==> config.mk <==
export PLATFORM = sky130hd
export DESIGN_NAME = ysyx_24080006_axi_arbiter
export DESIGN_NICKNAME = d
export VERILOG_FILES = /design/src/rtl/ysyx_24080006_pkg.sv /design/src/rtl/ysyx_24080006_axi_arbiter_pick.sv /design/src/rtl/ysyx_24080006_axi_arbiter.sv
export SDC_FILE = /design/constraint.sdc
export NUM_CORES = 1
export LEC_CHECK = 0
export BUFFER_PORTS_ARGS = -buffer_cell sky130_fd_sc_hd__buf_2
export CAP_MARGIN = 20
export CORE_AREA = 2 2 184 186
export CTS_BUF_LIST = sky130_fd_sc_hd__clkbuf_8 sky130_fd_sc_hd__clkbuf_16
export DETAILED_ROUTE_END_ITERATION = 16
export DIE_AREA = 0 0 186 188
export PLACE_DENSITY = 0.42
export SLEW_MARGIN = 5
export SYNTH_ARGS = -nofsm -noshare
export SYNTH_HDL_FRONTEND = slang
export SYNTH_SLANG_ARGS = --single-unit
==> constraint.sdc <==
create_clock -name clock -period 2.8 [get_ports clock]
set_input_delay 0.56 -clock clock [delete_from_list [all_inputs] [get_ports clock]]
set_output_delay 0.56 -clock clock [all_outputs]
set_load 0.01 [all_outputs]
==> src/rtl/ysyx_24080006_pkg.sv <==
// Shared types for the ysyx_24080006 core: AXI channel bundles split into
// read (AR/R) and write (AW/W/B) halves, plus the memory arbiter state enum.
package ysyx_24080006_pkg;

  localparam logic [3:0] RID_IFU_DEF = 4'h0;
  localparam logic [3:0] RID_LSU_DEF = 4'h1;

  // Master-to-slave half of an AXI read channel (AR plus R ready).
  typedef struct packed {
    logic [31:0] araddr;
    logic [3:0]  arid;
    logic [7:0]  arlen;
    logic [2:0]  arsize;
    logic [1:0]  arburst;
    logic        arvalid;
    logic        rready;
  } axi_r_m2s_t;

  // Slave-to-master half of an AXI read channel (AR ready plus R).
  typedef struct packed {
    logic        arready;
    logic [31:0] rdata;
    logic [1:0]  rresp;
    logic [3:0]  rid;
    logic        rlast;
    logic        rvalid;
  } axi_r_s2m_t;

  // Master-to-slave half of an AXI write channel (AW, W, B ready).
  typedef struct packed {
    logic [31:0] awaddr;
    logic [3:0]  awid;
    logic [7:0]  awlen;
    logic [2:0]  awsize;
    logic [1:0]  awburst;
    logic        awvalid;
    logic [31:0] wdata;
    logic [3:0]  wstrb;
    logic        wlast;
    logic        wvalid;
    logic        bready;
  } axi_w_m2s_t;

  // Slave-to-master half of an AXI write channel (AW/W ready plus B).
  typedef struct packed {
    logic        awready;
    logic        wready;
    logic [1:0]  bresp;
    logic [3:0]  bid;
    logic        bvalid;
  } axi_w_s2m_t;

  // Arbiter state doubles as the grant.
  typedef enum logic [1:0] {
    IDLE   = 2'd0,
    RD_IFU = 2'd1,
    RD_LSU = 2'd2,
    WR_LSU = 2'd3
  } arb_fsm_e;

endpackage

==> src/rtl/ysyx_24080006_axi_arbiter_pick.sv <==
// Winner select for the memory arbiter. Pure combinational policy block.
// Macro YSYX_24080006_ARB_RR_EN selects round-robin between IFU and LSU
// (LSU write beats LSU read); otherwise fixed priority LSU wr > LSU rd > IFU.
module ysyx_24080006_arb_pick
  import ysyx_24080006_pkg::*;
(
  input  logic     i_ifu_req,
  input  logic     i_lsu_rd_req,
  input  logic     i_lsu_wr_req,
  input  logic     i_last_lsu,
  output arb_fsm_e o_pick
);

`ifdef YSYX_24080006_ARB_RR_EN
  logic w_lsu_req;
  assign w_lsu_req = i_lsu_rd_req | i_lsu_wr_req;

  // On an IFU/LSU tie the master that was not granted last time wins.
  always_comb begin
    o_pick = IDLE;
    if (i_ifu_req && w_lsu_req) begin
      if (i_last_lsu)        o_pick = RD_IFU;
      else if (i_lsu_wr_req) o_pick = WR_LSU;
      else                   o_pick = RD_LSU;
    end else if (i_lsu_wr_req) begin
      o_pick = WR_LSU;
    end else if (i_lsu_rd_req) begin
      o_pick = RD_LSU;
    end else if (i_ifu_req) begin
      o_pick = RD_IFU;
    end
  end
`else
  logic w_unused_ptr;
  assign w_unused_ptr = i_last_lsu;

  // Fixed priority: stores first so the LSU never starves behind fetch.
  always_comb begin
    o_pick = IDLE;
    if (i_lsu_wr_req)      o_pick = WR_LSU;
    else if (i_lsu_rd_req) o_pick = RD_LSU;
    else if (i_ifu_req)    o_pick = RD_IFU;
  end
`endif

endmodule

==> src/rtl/ysyx_24080006_axi_arbiter.sv <==
// Two-master (IFU read, LSU read/write) to one-slave AXI arbiter with a
// single outstanding transaction. Policy macro: YSYX_24080006_ARB_RR_EN.
//
// Handshake rule: a channel transfers on a rising edge where valid and ready
// are both 1. The arbiter only forwards valid/ready for the granted channel;
// everything else sees 0, so losers stay pending and stray responses are
// dropped without being acknowledged.
module ysyx_24080006_axi_arbiter
  import ysyx_24080006_pkg::*;
#(
  parameter logic [3:0] RID_IFU = RID_IFU_DEF,
  parameter logic [3:0] RID_LSU = RID_LSU_DEF
) (
  input  logic       clock,
  input  logic       reset,
  input  axi_r_m2s_t ifu_r_m2s,
  output axi_r_s2m_t ifu_r_s2m,
  input  axi_r_m2s_t lsu_r_m2s,
  output axi_r_s2m_t lsu_r_s2m,
  input  axi_w_m2s_t lsu_w_m2s,
  output axi_w_s2m_t lsu_w_s2m,
  output axi_r_m2s_t mem_r_m2s,
  input  axi_r_s2m_t mem_r_s2m,
  output axi_w_m2s_t mem_w_m2s,
  input  axi_w_s2m_t mem_w_s2m,
  output arb_fsm_e   o_dbg_state
);

  arb_fsm_e r_state;
  arb_fsm_e w_pick;
  logic     w_last_lsu;

`ifdef YSYX_24080006_ARB_RR_EN
  logic r_last_lsu;

  // Remember who won the last IDLE-exit grant (0 = IFU, 1 = LSU).
  always_ff @(posedge clock) begin
    if (reset) begin
      r_last_lsu <= 1'b0;
    end else if (r_state == IDLE && w_pick != IDLE) begin
      r_last_lsu <= (w_pick != RD_IFU);
    end
  end

  assign w_last_lsu = r_last_lsu;
`else
  assign w_last_lsu = 1'b0;
`endif

  ysyx_24080006_arb_pick u_pick (
    .i_ifu_req    (ifu_r_m2s.arvalid),
    .i_lsu_rd_req (lsu_r_m2s.arvalid),
    .i_lsu_wr_req (lsu_w_m2s.awvalid | lsu_w_m2s.wvalid),
    .i_last_lsu   (w_last_lsu),
    .o_pick       (w_pick)
  );

  // Grant FSM: IDLE picks a winner, a granted state holds until its final
  // response handshake, then always returns through IDLE.
  always_ff @(posedge clock) begin
    if (reset) begin
      r_state <= IDLE;
    end else begin
      case (r_state)
        IDLE:    r_state <= w_pick;
        RD_IFU:  if (mem_r_s2m.rvalid && ifu_r_m2s.rready && mem_r_s2m.rlast) r_state <= IDLE;
        RD_LSU:  if (mem_r_s2m.rvalid && lsu_r_m2s.rready && mem_r_s2m.rlast) r_state <= IDLE;
        WR_LSU:  if (mem_w_s2m.bvalid && lsu_w_m2s.bready) r_state <= IDLE;
        default: r_state <= IDLE;
      endcase
    end
  end

  // Route the owner's channel to memory and memory back to the owner only.
  always_comb begin
    mem_r_m2s = '0;
    mem_w_m2s = '0;
    ifu_r_s2m = '0;
    lsu_r_s2m = '0;
    lsu_w_s2m = '0;
    case (r_state)
      RD_IFU: begin
        mem_r_m2s      = ifu_r_m2s;
        mem_r_m2s.arid = RID_IFU;
        ifu_r_s2m      = mem_r_s2m;
      end
      RD_LSU: begin
        mem_r_m2s      = lsu_r_m2s;
        mem_r_m2s.arid = RID_LSU;
        lsu_r_s2m      = mem_r_s2m;
      end
      WR_LSU: begin
        mem_w_m2s      = lsu_w_m2s;
        mem_w_m2s.awid = RID_LSU;
        lsu_w_s2m      = mem_w_s2m;
      end
      default: ;
    endcase
  end

  assign o_dbg_state = r_state;

endmodule
==> results of run 1 <==
[worst max-delay path: cells and delay by family, from the launching register on]
family                     cells  cell delay (ns)
AOI/OAI and AO/OA              1             0.07
adders and majority gates      1             0.63
buffers and inverters          2             0.41
DFF                            1             0.45
and+or+nand+nor                1             0.12
[final timing paths]
| path | startpoint | to | slack, ns | depth (start not counted) |
|---|---|---|---|---|
| worst max-delay path | o_dbg_state[0] | mem_r_m2s[3] | 0.26 | 5 |
| worst min-delay path | o_dbg_state[1] | o_dbg_state[1] | 0.56 | 2 |
| worst max register to register | o_dbg_state[0] | o_dbg_state[1] | 0.87 | 4 |
| worst min register to register | o_dbg_state[1] | o_dbg_state[1] | 0.56 | 2 |
[metal layers]
metal  vias up  GRT usage, %
met3        26          3.07
met5         -             0
met2       285          16.3
li1       1938             -
met1      1775          8.28
met4        12          1.24
[cell type report]
type                            instances  area [sq um]  area share [%]
Clock buffer                            3          75.1            1.48
Antenna cell                            5          12.5           0.247
Multi-Input combinational cell        294          1970            39.0
Inverter                                2          7.51           0.148
Sequential cell                         2          40.0           0.791
Tap cell                              448           561            11.1
Timing Repair Buffer                  466          2390            47.3
[per-stage QoR]
stage	worst slack (ns)	utilization, %	power, W
6_report	0.261	15.3	0.00240
5_1_grt	0.0473	15.3	0.00264
4_1_cts	0.204	15.3	0.00246
3_5_place_dp	0.438	15.0	0.00224
3_3_place_gp	0.446	15.0	0.00225
2_1_floorplan	0.777	-	0.00127
[cells in the final DEF (no fill, tap or decap), drive strengths merged]
master | Yosys | layout
a2111oi | 1 | 1
buf | 15 | 466
dfxtp | 2 | 2
and2 | 176 | 176
a22oi | 47 | 47
nand2 | 1 | 1
mux2i | 2 | 2
ha | 5 | 5
inv | 2 | 2
conb | 1 | 6
nor2b | 50 | 50
a2bb2oi | 1 | 1
o31ai | 2 | 2
clkbuf | 25 | 3
diode | 0 | 5
and2b | 1 | 1
nand2b | 2 | 2
[where the power goes]
group	switching [W]	total [W]	leakage [nW]	internal [W]
Clock	0.0000306	0.000212	0.0370	0.000182
Combinational	0.00114	0.00213	2.94	0.000985
Sequential	0.0000184	0.0000578	0.0166	0.0000394
Total	0.00119	0.00240	3.00	0.00121
[cells by family (layout without fill, tap and decap cells)]
kind of cell,Yosys count,in the layout
simple gates,230,230
buf+inv,42,471
other cells,1,11
flops,2,2
fa+ha+maj,5,5
compound gates,51,51
mux,2,2
==> metrics.yaml, run 1 <==
initial_core_util_pct: 6.57
cts_buffer_depth: 2
achievable-frequency_mhz: 394
portBuffers: 457
slew_headroom_pct: 50.9
synth.avg_cell_area_sq_um: 6.54
htreeDepth: 1
cp.arrival_ns: 1.98
synth-compound-area-share_pct: 18.6
critPathLaunchType: "flop"
skew_ns: 0.000870
met2WireLength_um: 8120
yosysMostFrequentCell: "and2_1"
numCtsBuffers: 3
synth_adder_area_share_pct: 2.87
largest_reg_flops: 2
post-cts-setup-buffers: 0
core_sq_um: 33100
fp.dieArea_sq_um: 35000
cpMaxStageDelayCell: "ha_4"
nFillCells: 3823
setup_viol: 0
worst_pin_slew_ns: 0.737
hold_viol: 0
route.detailed.drc: 0
end_kind: "output port"
layout_min_cycle_time_ns: 2.54
boundaryPins: 476
grt_max_degree: 71
dieWidth_um: 186
yosys.area_share.simple_pct: 66.5
synthArstFlopShare_pct: 0
grt_pass1_vias: 3627
rows: 67
dr_wl_met3_um: 1970
synth_seq_cells: 2
yosysWarnings: 0
grt_pass1_wl_um: 21500
cts_hold_buf: 0
post-route-cell-area_sq_um: 5060
max_cap_viol_count: 0
ir_drop_uv: 215
synth_xor_area_share_pct: 0
nets: 1017
antenna_found_initial: 12
yosysTopAreaCellShare_pct: 50.6
seq_area_frac_synth_pct: 1.84
gp_congestion: 0.768
cts_root_buf: "clkbuf_16"
viasPerCell: 3.31
worstSetupPathType: "reg2out"
cp_max_fo: 70
syn_inst: 333
place_inst: 1212
grt_usage_pct: 8.28
area_growth_pct: 133
crit_required_ns: 2.24
final_cells: 1220
power.density_nw_per_um2: 473
path_cells: "ha_4 -> buf_4 -> a22oi_1 -> nor2b_1 -> buf_2"
fin_crit_sh_pct: 90.7
rsz0062_at_grt: "no"
synth_area_sq_um: 2180
clk_latency_ns: 0.22
drtIter0Drc: 109
drive_gt1_share_pct: 61.9
synth.area.top_cells: "and2_1 (51%), a22oi_1 (16%), nor2b_1 (14%), clkbuf_1 (4.1%), ha_1 (2.9%)"
wl_per_cell_um: 13.4
cts_tree: "yes"
wl_met1_um: 5850
hold_path_class: "reg2reg"
dp_hpwl_um: 14300
dpl_cell_area_sq_um: 4970
cts_sinks: 2
synthMuxAreaShare_pct: 0.920
synth_top_family_by_area: "simple AND/OR/NAND/NOR gates"
fp.dieH_um: 188
ys_types: 20
synth_common_cells: "and2_1 (176), nor2b_1 (49), a22oi_1 (47)"
firstDrtPassIters: 4
yosysTopAreaCell: "and2_1"
num_vias: 4036
maxUsedRoutingLayer: "met5"
clk_pin_slew_worst_paths_ns: 0.03
wl_um: 16400
ys.flop_type: "dfxtp_1"
synth_edf_count: 0
cp_slowest_stage_delay_ns: 0.63
whs_ns: 0.565
cts_resized: 0
setup_tns_ns: 0
grt_overflow: 0
slew_violations: 0
status: "finished clean"
p_leak_nw: 3.00
antenna_left: 0
Note: power is estimated with default switching activity, not from simulation.
==> run 2: changes to the inputs <==
--- a/config.mk
+++ b/config.mk
@@ -11,7 +11,7 @@
 export CTS_BUF_LIST = sky130_fd_sc_hd__clkbuf_8 sky130_fd_sc_hd__clkbuf_16
 export DETAILED_ROUTE_END_ITERATION = 16
 export DIE_AREA = 0 0 186 188
-export PLACE_DENSITY = 0.42
+export PLACE_DENSITY_LB_ADDON = 0.12
 export SLEW_MARGIN = 5
 export SYNTH_ARGS = -nofsm -noshare
 export SYNTH_HDL_FRONTEND = slang
==> metrics.yaml, run 2 (synthesized netlist as in run 1, its figures left out) <==
status: "finished clean"
num_antenna_cells: 0  # -5
ir_drop_uv: 261  # +21%
dp_hpwl_um: 13200  # -7.9%
portBuffers: 457  # unchanged
mostFrequentLayoutCell: "buf_2"
grt_overflow: 0  # unchanged
layout_min_cycle_time_ns: 2.36  # -0.177 ns
boundaryPins: 476  # unchanged
setup_viol: 0  # unchanged
grt_pass1_vias: 3923  # +8.2%
gp_congestion: 0.691  # -10%
route.detailed.drc: 0  # unchanged
drive_gt1_share_pct: 61.8  # -0.10 points
dieWidth_um: 186  # unchanged
fp.dieArea_sq_um: 35000  # unchanged
fin_crit_sh_pct: 84.4  # -6.3 points
utilization_pct: 15.3  # -0.038 points
htreeDepth: 1  # unchanged
antenna_left: 0  # unchanged
critical_path.top_delay_family: "adder cells"
grt_max_degree: 77  # +8.5%
clk_pin_slew_worst_paths_ns: 0.03  # about the same
crit_required_ns: 2.24  # about the same
skew_ns: 0.00215  # +0.00128 ns
wl_per_cell_um: 12.8  # -4.8%
critPathLaunchType: "flop"
cp.buffers_inverters: 2  # unchanged
nFillCells: 3900  # +2.0%
largest_reg_flops: 2  # unchanged
num_vias: 3954  # -2.0%
slew_violations: 0  # unchanged
setup_tns_ns: 0  # unchanged
initial_core_util_pct: 6.57  # unchanged
power.density_nw_per_um2: 479  # +1.1%
cts_root_buf: "clkbuf_16"
achievable-frequency_mhz: 423  # +7.5%
core_sq_um: 33100  # unchanged
cts_buffer_depth: 2  # unchanged
path_cells: "ha_2 -> buf_12 -> a22oi_1 -> nor2b_1 -> buf_2"
worstSetupPathType: "reg2out"
post-cts-setup-buffers: 0  # unchanged
max_cap_viol_count: 0  # unchanged
cts_hold_buf: 0  # unchanged
cts_tree: "yes"
cp_max_fo: 37  # -47%
clk_latency_ns: 0.22  # about the same
drtIter0Drc: 113  # +3.7%
hold_path_class: "reg2reg"
end_kind: "output port"
hold_viol: 0  # unchanged
nets: 1015  # -0.20%
grt_usage_pct: 7.78  # -0.50 points
cp_slowest_stage_delay_ns: 0.46  # -0.17 ns
wl_um: 15500  # -5.4%
grt_pass1_wl_um: 21100  # -1.7%
cts_resized: 0  # unchanged
cp.arrival_ns: 1.80  # -0.18 ns
numCtsBuffers: 3  # unchanged
area_growth_pct: 132
rows: 67  # unchanged
cts_sinks: 2  # unchanged
p_leak_nw: 2.99  # -0.20%
antenna_found_initial: 0  # -12
viasPerCell: 3.26  # -1.5%
rsz0062_at_grt: "no"
cpMaxStageDelayCell: "ha_2"
layout_common_cells: "buf_2 (457), and2_1 (176), nor2b_1 (49)"
fp.dieH_um: 188  # unchanged
firstDrtPassIters: 4  # unchanged
[run 2: cell types whose count changed in the layout (fill, tap and decap cells not counted), sizes merged]
cell,delta
buf,-2
diode,-5
[run 2: report_power, final]
part / leakage, nW / switching (W) / internal (W)
sequential: 0.0166 / 0.0000177 / 0.0000394
combinational: 2.94 / 0.00115 / 0.000994
clock: 0.0370 / 0.0000314 / 0.000182
total: 2.99 / 0.00120 / 0.00122
[run 2: tightest hold or removal path, cell delays in order (launching register included)]
cell and delay [ns]:
dfxtp_1 0.35, nand2b_1 0.09, mux2i_1 0.06
[run 2: stage by stage]
step	total power (W)	setup WS (ns)	hold slack, ns	cell area (sq um)	std cells
after floorplan	0.00127	0.777	0.535	2200	338
after global placement	0.00233	0.581	0.561	4970	1210
after detailed placement	0.00228	0.595	0.551	4970	1210
after CTS	0.00250	0.356	0.557	5050	1213
after global routing	0.00267	0.246	0.587	5050	1213
final	0.00242	0.438	0.546	5050	1213
[run 2: cell type report]
class	instances	area (sq um)	area share (%)
timing repair buffer	464	2400	47.6
tap	448	561	11.1
multi-input combinational	294	1960	38.9
inverter	2	7.51	0.149
sequential	2	40.0	0.793
clock buffer	3	75.1	1.49
[run 2: final timing paths]
path | start | to | slack [ns] | depth (start not counted)
max | o_dbg_state[1] | mem_r_m2s[19] | 0.44 | 5
min | o_dbg_state[0] | o_dbg_state[0] | 0.55 | 2
max reg2reg | o_dbg_state[0] | o_dbg_state[1] | 0.81 | 7
min reg2reg | o_dbg_state[0] | o_dbg_state[0] | 0.55 | 2
[run 2: routing by layer]
layer / routed length [um] / GRT usage [%]
met3: 1680 / 1.48
met1: 5260 / 7.52
met2: 8450 / 16.8
met5: 0 / 0
met4: 88 / 0.848
